`src/rtl/contador_comparador_n.sv`:
```
// contador_comparador_n
// N-bit modulo-MODULO up/down counter with saturating synchronous load, a
// target register, an unsigned magnitude comparator between the two, a sticky
// "target reached" flag, and per-nibble active-low 7-segment debug digits.
module contador_comparador_n #(
  parameter int N      = 8,
  parameter int MODULO = 2 ** N
) (
  input  logic               clock,
  input  logic               zera,
  input  logic               carrega,
  input  logic               registra,
  input  logic               conta,
  input  logic               sentido,
  input  logic [N-1:0]       chaves,
  output logic               menor,
  output logic               maior,
  output logic               igual,
  output logic               fim,
  output logic               atingiu,
  output logic [7*(N/4)-1:0] db_contagem,
  output logic [7*(N/4)-1:0] db_alvo
);

  localparam int          digits      = N / 4;
  localparam logic [31:0] max_count_w = 32'(MODULO - 1);
  localparam logic [N-1:0] max_count  = max_count_w[N-1:0];

  logic [N-1:0] contagem;
  logic [N-1:0] alvo;
  logic [N-1:0] carga_sat;
  logic         at_top;
  logic         at_zero;

  // Load value clamped into the legal count range 0..MODULO-1.
  always_comb begin
    carga_sat = chaves;
    if (32'(chaves) > max_count_w) carga_sat = max_count;
  end

  assign at_top  = (contagem == max_count);
  assign at_zero = (contagem == '0);

  // Counter: zera > carrega > conta > hold, wrapping at both ends of the range.
  // NOTE: every clocked register uses <= so all flops sample pre-edge values
  // together; zera is synchronous, so it lives inside the clocked branch.
  always_ff @(posedge clock) begin
    if (zera) begin
      contagem <= '0;
    end else if (carrega) begin
      contagem <= carga_sat;
    end else if (conta) begin
      if (!sentido) contagem <= at_top  ? '0        : contagem + 1'b1;
      else          contagem <= at_zero ? max_count : contagem - 1'b1;
    end
  end

  // Target register: full-width copy of chaves, independent of carrega.
  always_ff @(posedge clock) begin
    if (zera)          alvo <= '0;
    else if (registra) alvo <= chaves;
  end

  // Sticky flag: any load clears it (clear beats set); set when counting on a match.
  always_ff @(posedge clock) begin
    if (zera || carrega || registra) atingiu <= 1'b0;
    else if (conta && igual)         atingiu <= 1'b1;
  end

  // Unsigned magnitude compare of the registered count and target.
  always_comb begin
    menor = (contagem <  alvo);
    maior = (contagem >  alvo);
    igual = (contagem == alvo);
  end

  // Ripple-carry style terminal count, direction-dependent.
  assign fim = conta & (sentido ? at_zero : at_top);

  // Hex digit to active-low gfedcba segments.
  function automatic logic [6:0] hex_to_seg(input logic [3:0] v);
    logic [6:0] on;
    on = 7'h00;
    case (v)
      4'h0: on = 7'h3F;
      4'h1: on = 7'h06;
      4'h2: on = 7'h5B;
      4'h3: on = 7'h4F;
      4'h4: on = 7'h66;
      4'h5: on = 7'h6D;
      4'h6: on = 7'h7D;
      4'h7: on = 7'h07;
      4'h8: on = 7'h7F;
      4'h9: on = 7'h6F;
      4'hA: on = 7'h77;
      4'hB: on = 7'h7C;
      4'hC: on = 7'h39;
      4'hD: on = 7'h5E;
      4'hE: on = 7'h79;
      4'hF: on = 7'h71;
      default: on = 7'h00;
    endcase
    return ~on;
  endfunction

  // One debug digit per nibble, LSB nibble in the lowest digit.
  for (genvar k = 0; k < digits; k++) begin : g_digit
    assign db_contagem[7*k +: 7] = hex_to_seg(contagem[4*k +: 4]);
    assign db_alvo[7*k +: 7]     = hex_to_seg(alvo[4*k +: 4]);
  end

endmodule

```
`config.mk`:
```
export PLATFORM = sky130hd
export DESIGN_NAME = contador_comparador_n
export DESIGN_NICKNAME = d
export VERILOG_FILES = /design/src/rtl/contador_comparador_n.sv
export SDC_FILE = /design/constraint.sdc
export NUM_CORES = 1
export LEC_CHECK = 0
export BUFFER_PORTS_ARGS = -buffer_cell sky130_fd_sc_hd__buf_2
export CORE_MARGIN = 10
export CORE_UTILIZATION = 55
export CTS_BUF_LIST = sky130_fd_sc_hd__clkbuf_16
export CTS_CLUSTER_DIAMETER = 40
export DETAILED_ROUTE_END_ITERATION = 10
export PLACE_DENSITY = 0.84
export SETUP_SLACK_MARGIN = 0.3
export SKIP_CTS_REPAIR_TIMING = 1
export SLEW_MARGIN = 20
export SYNTH_ARGS = -nofsm -noshare
export SYNTH_HDL_FRONTEND = slang
export SYNTH_SLANG_ARGS = --single-unit
```
`constraint.sdc`:
```
create_clock -name clock -period 8.57 [get_ports clock]
set_input_delay 0.4285 -clock clock [delete_from_list [all_inputs] [get_ports clock]]
set_output_delay 0.4285 -clock clock [all_outputs]
set_load 0.1 [all_outputs]
```
==> flow_metrics.env <==
export IMPL_worstSetupPathType="reg2reg"
export IMPL_crit_slowest_cell="or4b_1"
export IMPL_finClkSkew_ns=0.00283
export IMPL_grt_pass1_wl_um=12300
export IMPL_cp_required_ns=8.75
export IMPL_hold_viol_final=0
export IMPL_synth_ff_type="dfxtp_1"
export IMPL_synth_area_leaders="dfxtp_1 (28%), ha_1 (15%), inv_1 (8.1%)"
export IMPL_tns_ns=0
export IMPL_synth_top_area_share=0.284
export IMPL_grt_max_degree=31
export IMPL_slew_violations=0
export IMPL_cp_arrival_ns=3.29
export IMPL_end_kind="flip-flop"
export IMPL_die_area_mm2=0.00920
export IMPL_power_density_mw_per_mm2=199
export IMPL_ys_warn_count=0
export IMPL_cts_root_buf="clkbuf_16"
export IMPL_avgSynthCellArea_um2=8.02
export IMPL_hpwl_um=5580
export IMPL_area_growth_pct=12.3
export IMPL_synthCells=395
export IMPL_dr_pass1_iters=4
export IMPL_synthTopCellsByCount="inv_1 (68), dfxtp_1 (45), ha_1 (39), nor2_1 (37), a21oi_1 (25)"
export IMPL_initial_core_util=0.572
export IMPL_slew_headroom=0.331
export IMPL_pin_count=47
export IMPL_synth_area_mm2=0.00317
export IMPL_htree_levels=2
export IMPL_critPathLaunchType="flip-flop"
export IMPL_clkTransAtPathRegs_ns=0.06
export IMPL_coreArea_mm2=0.00554
export IMPL_fmax_mhz=321
export IMPL_drt_iter0_drc=265
export IMPL_grt_overflow=0
export IMPL_fill_cells=495
export IMPL_nets=485
export IMPL_num_vias=2834
export IMPL_hold_class="in2reg"
export IMPL_power_uw=707
export IMPL_rsz0062_at_grt="no"
export IMPL_yosysMostFrequentCell="inv_1"
export IMPL_synth_top_area_cell="dfxtp_1"
export IMPL_p_leak_nw=1.81
export IMPL_synth_seq_area_share=0.284
export IMPL_fp_dieH_um=95.9
export IMPL_postSynth_asyncResetShare=0
export IMPL_tightest_slew_ns=0.999
export IMPL_n_antenna_cell=0
export IMPL_drive_above_1_share=0.150
export IMPL_yosysUniqueCellTypes=62
export IMPL_fin_crit_sh=0.363
export IMPL_cp_cell_sequence="inv_1 -> ha_1 -> or4b_1 -> a2111oi_0 -> or3_1 -> a31oi_1 -> nor2_1 -> ha_1 -> inv_1 -> or3_1 -> o221a_2"
export IMPL_ir_drop_uv=149
export IMPL_wire_per_inst_um=14.4
export IMPL_cp_max_fo=12
export IMPL_cts_made_buffers=5
export IMPL_syn_nets=448
export IMPL_cts_tree="yes"
export IMPL_min_period_ns=3.11
export IMPL_drt_drc_violations_left=0
export IMPL_finalSetupViolations=0
export IMPL_ant_nets=0
export IMPL_die_w_um=95.9
export IMPL_io_buffers=46
export IMPL_drv_cap=0
export IMPL_via_per_inst=5.61
export IMPL_grt_antenna_before_repair=0
export IMPL_grt_pass1_vias=2702
export IMPL_cp_slowest_stage_delay_ns=0.48
export IMPL_synth_edf_count=0
export IMPL_synth_seq_cells=45
export IMPL_drt_total_wl_um=7270
export IMPL_clockBufferDepth=2
export IMPL_rows=27
export IMPL_clock_latency_ns=0.29
export IMPL_outcome="complete, no violations"
export IMPL_track_usage=0.162
export IMPL_cts_sinks=45
export IMPL_routabilityCongestion=0.901
==> worst max-delay path: cells and delay by family, from the launching register on <==
kind | cells | cell delay [ns]
buffers and inverters | 2 | 0.23
DFF | 1 | 0.40
adders and majority gates | 2 | 0.45
and+or+nand+nor | 4 | 1.28
AOI/OAI and AO/OA | 3 | 0.65
==> cells by family (layout without fill, tap and decap cells) <==
| kind of cell | count (synthesis) | in the layout | share of synthesized area |
|---|---|---|---|
| AND/OR/NAND/NOR | 116 | 116 | 0.188 |
| XOR/XNOR | 4 | 4 | 0.0111 |
| adder cells (fa/ha/maj) | 39 | 39 | 0.154 |
| flip-flops | 45 | 45 | 0.284 |
| AO/OA/AOI/OAI | 87 | 87 | 0.188 |
| multiplexers | 18 | 18 | 0.0687 |
| buffers and inverters | 86 | 124 | 0.106 |
==> power breakdown <==
part / switching (mW) / leakage [nW] / total, mW / internal (mW)
sequential: 0.0140 / 0.374 / 0.243 / 0.229
clock: 0.0773 / 0.0687 / 0.183 / 0.105
combinational: 0.215 / 1.36 / 0.281 / 0.0660
==> layout make-up <==
type,count,area (um2),area share
multi-input combinational,264,1930,0.543
sequential,45,901,0.253
timing repair buffer,47,238,0.0668
tap,72,90.1,0.0253
clock buffer,5,125,0.0352
clock inverter,3,12.5,0.00352
inverter,69,259,0.0728
==> layout by cell type (no fill, tap or decap), types with 4 or more instances in the layout <==
cell type / synthesis / final
a21oi_1: 25 / 25
a22oi_1: 4 / 4
a31oi_1: 4 / 4
and2_1: 6 / 6
buf_2: 7 / 46
clkbuf_16: 0 / 5
dfxtp_1: 45 / 45
ha_1: 39 / 39
inv_1: 68 / 68
mux2i_1: 15 / 15
nand2_1: 19 / 19
nand2b_1: 5 / 5
nand3_1: 6 / 6
nor2_1: 37 / 37
nor2b_1: 5 / 5
nor3_1: 10 / 10
nor3b_1: 4 / 4
nor4_1: 4 / 4
o21a_1: 7 / 7
o21ai_0: 9 / 9
o21ai_1: 4 / 4
or3_1: 5 / 5
==> worst paths after layout <==
| path | startpoint | to | slack, ns | depth (start not counted) |
|---|---|---|---|---|
| hold / removal | chaves[0] | alvo[0] | 0.42 | 3 |
| setup / recovery | contagem[0] | flip-flop | 5.46 | 11 |
| setup reg to reg | contagem[0] | flip-flop | 5.46 | 11 |
| hold reg to reg | atingiu | atingiu | 0.52 | 2 |
==> through the flow <==
| step | cell area, um2 | worst slack (ns) | hold slack, ns | instances | utilization |
|---|---|---|---|---|---|
| after floorplan | 3170 | 3.76 | 0.480 | 395 | - |
| after global placement | 3420 | 5.61 | 0.495 | 497 | 0.617 |
| after detailed placement | 3420 | 5.50 | 0.510 | 497 | 0.617 |
| after CTS | 3560 | 5.50 | 0.420 | 505 | 0.642 |
| after global routing | 3560 | 5.32 | 0.476 | 505 | 0.642 |
| final | 3560 | 5.46 | 0.424 | 505 | 0.642 |
==> per-layer routing <==
layer	track usage	wire length, um	share of wire
met5	0	0	0
met4	0.0639	130	0.018
met3	0.0381	472	0.065
met2	0.280	3560	0.49
met1	0.190	3100	0.43
(Power assumes the default switching activity.)
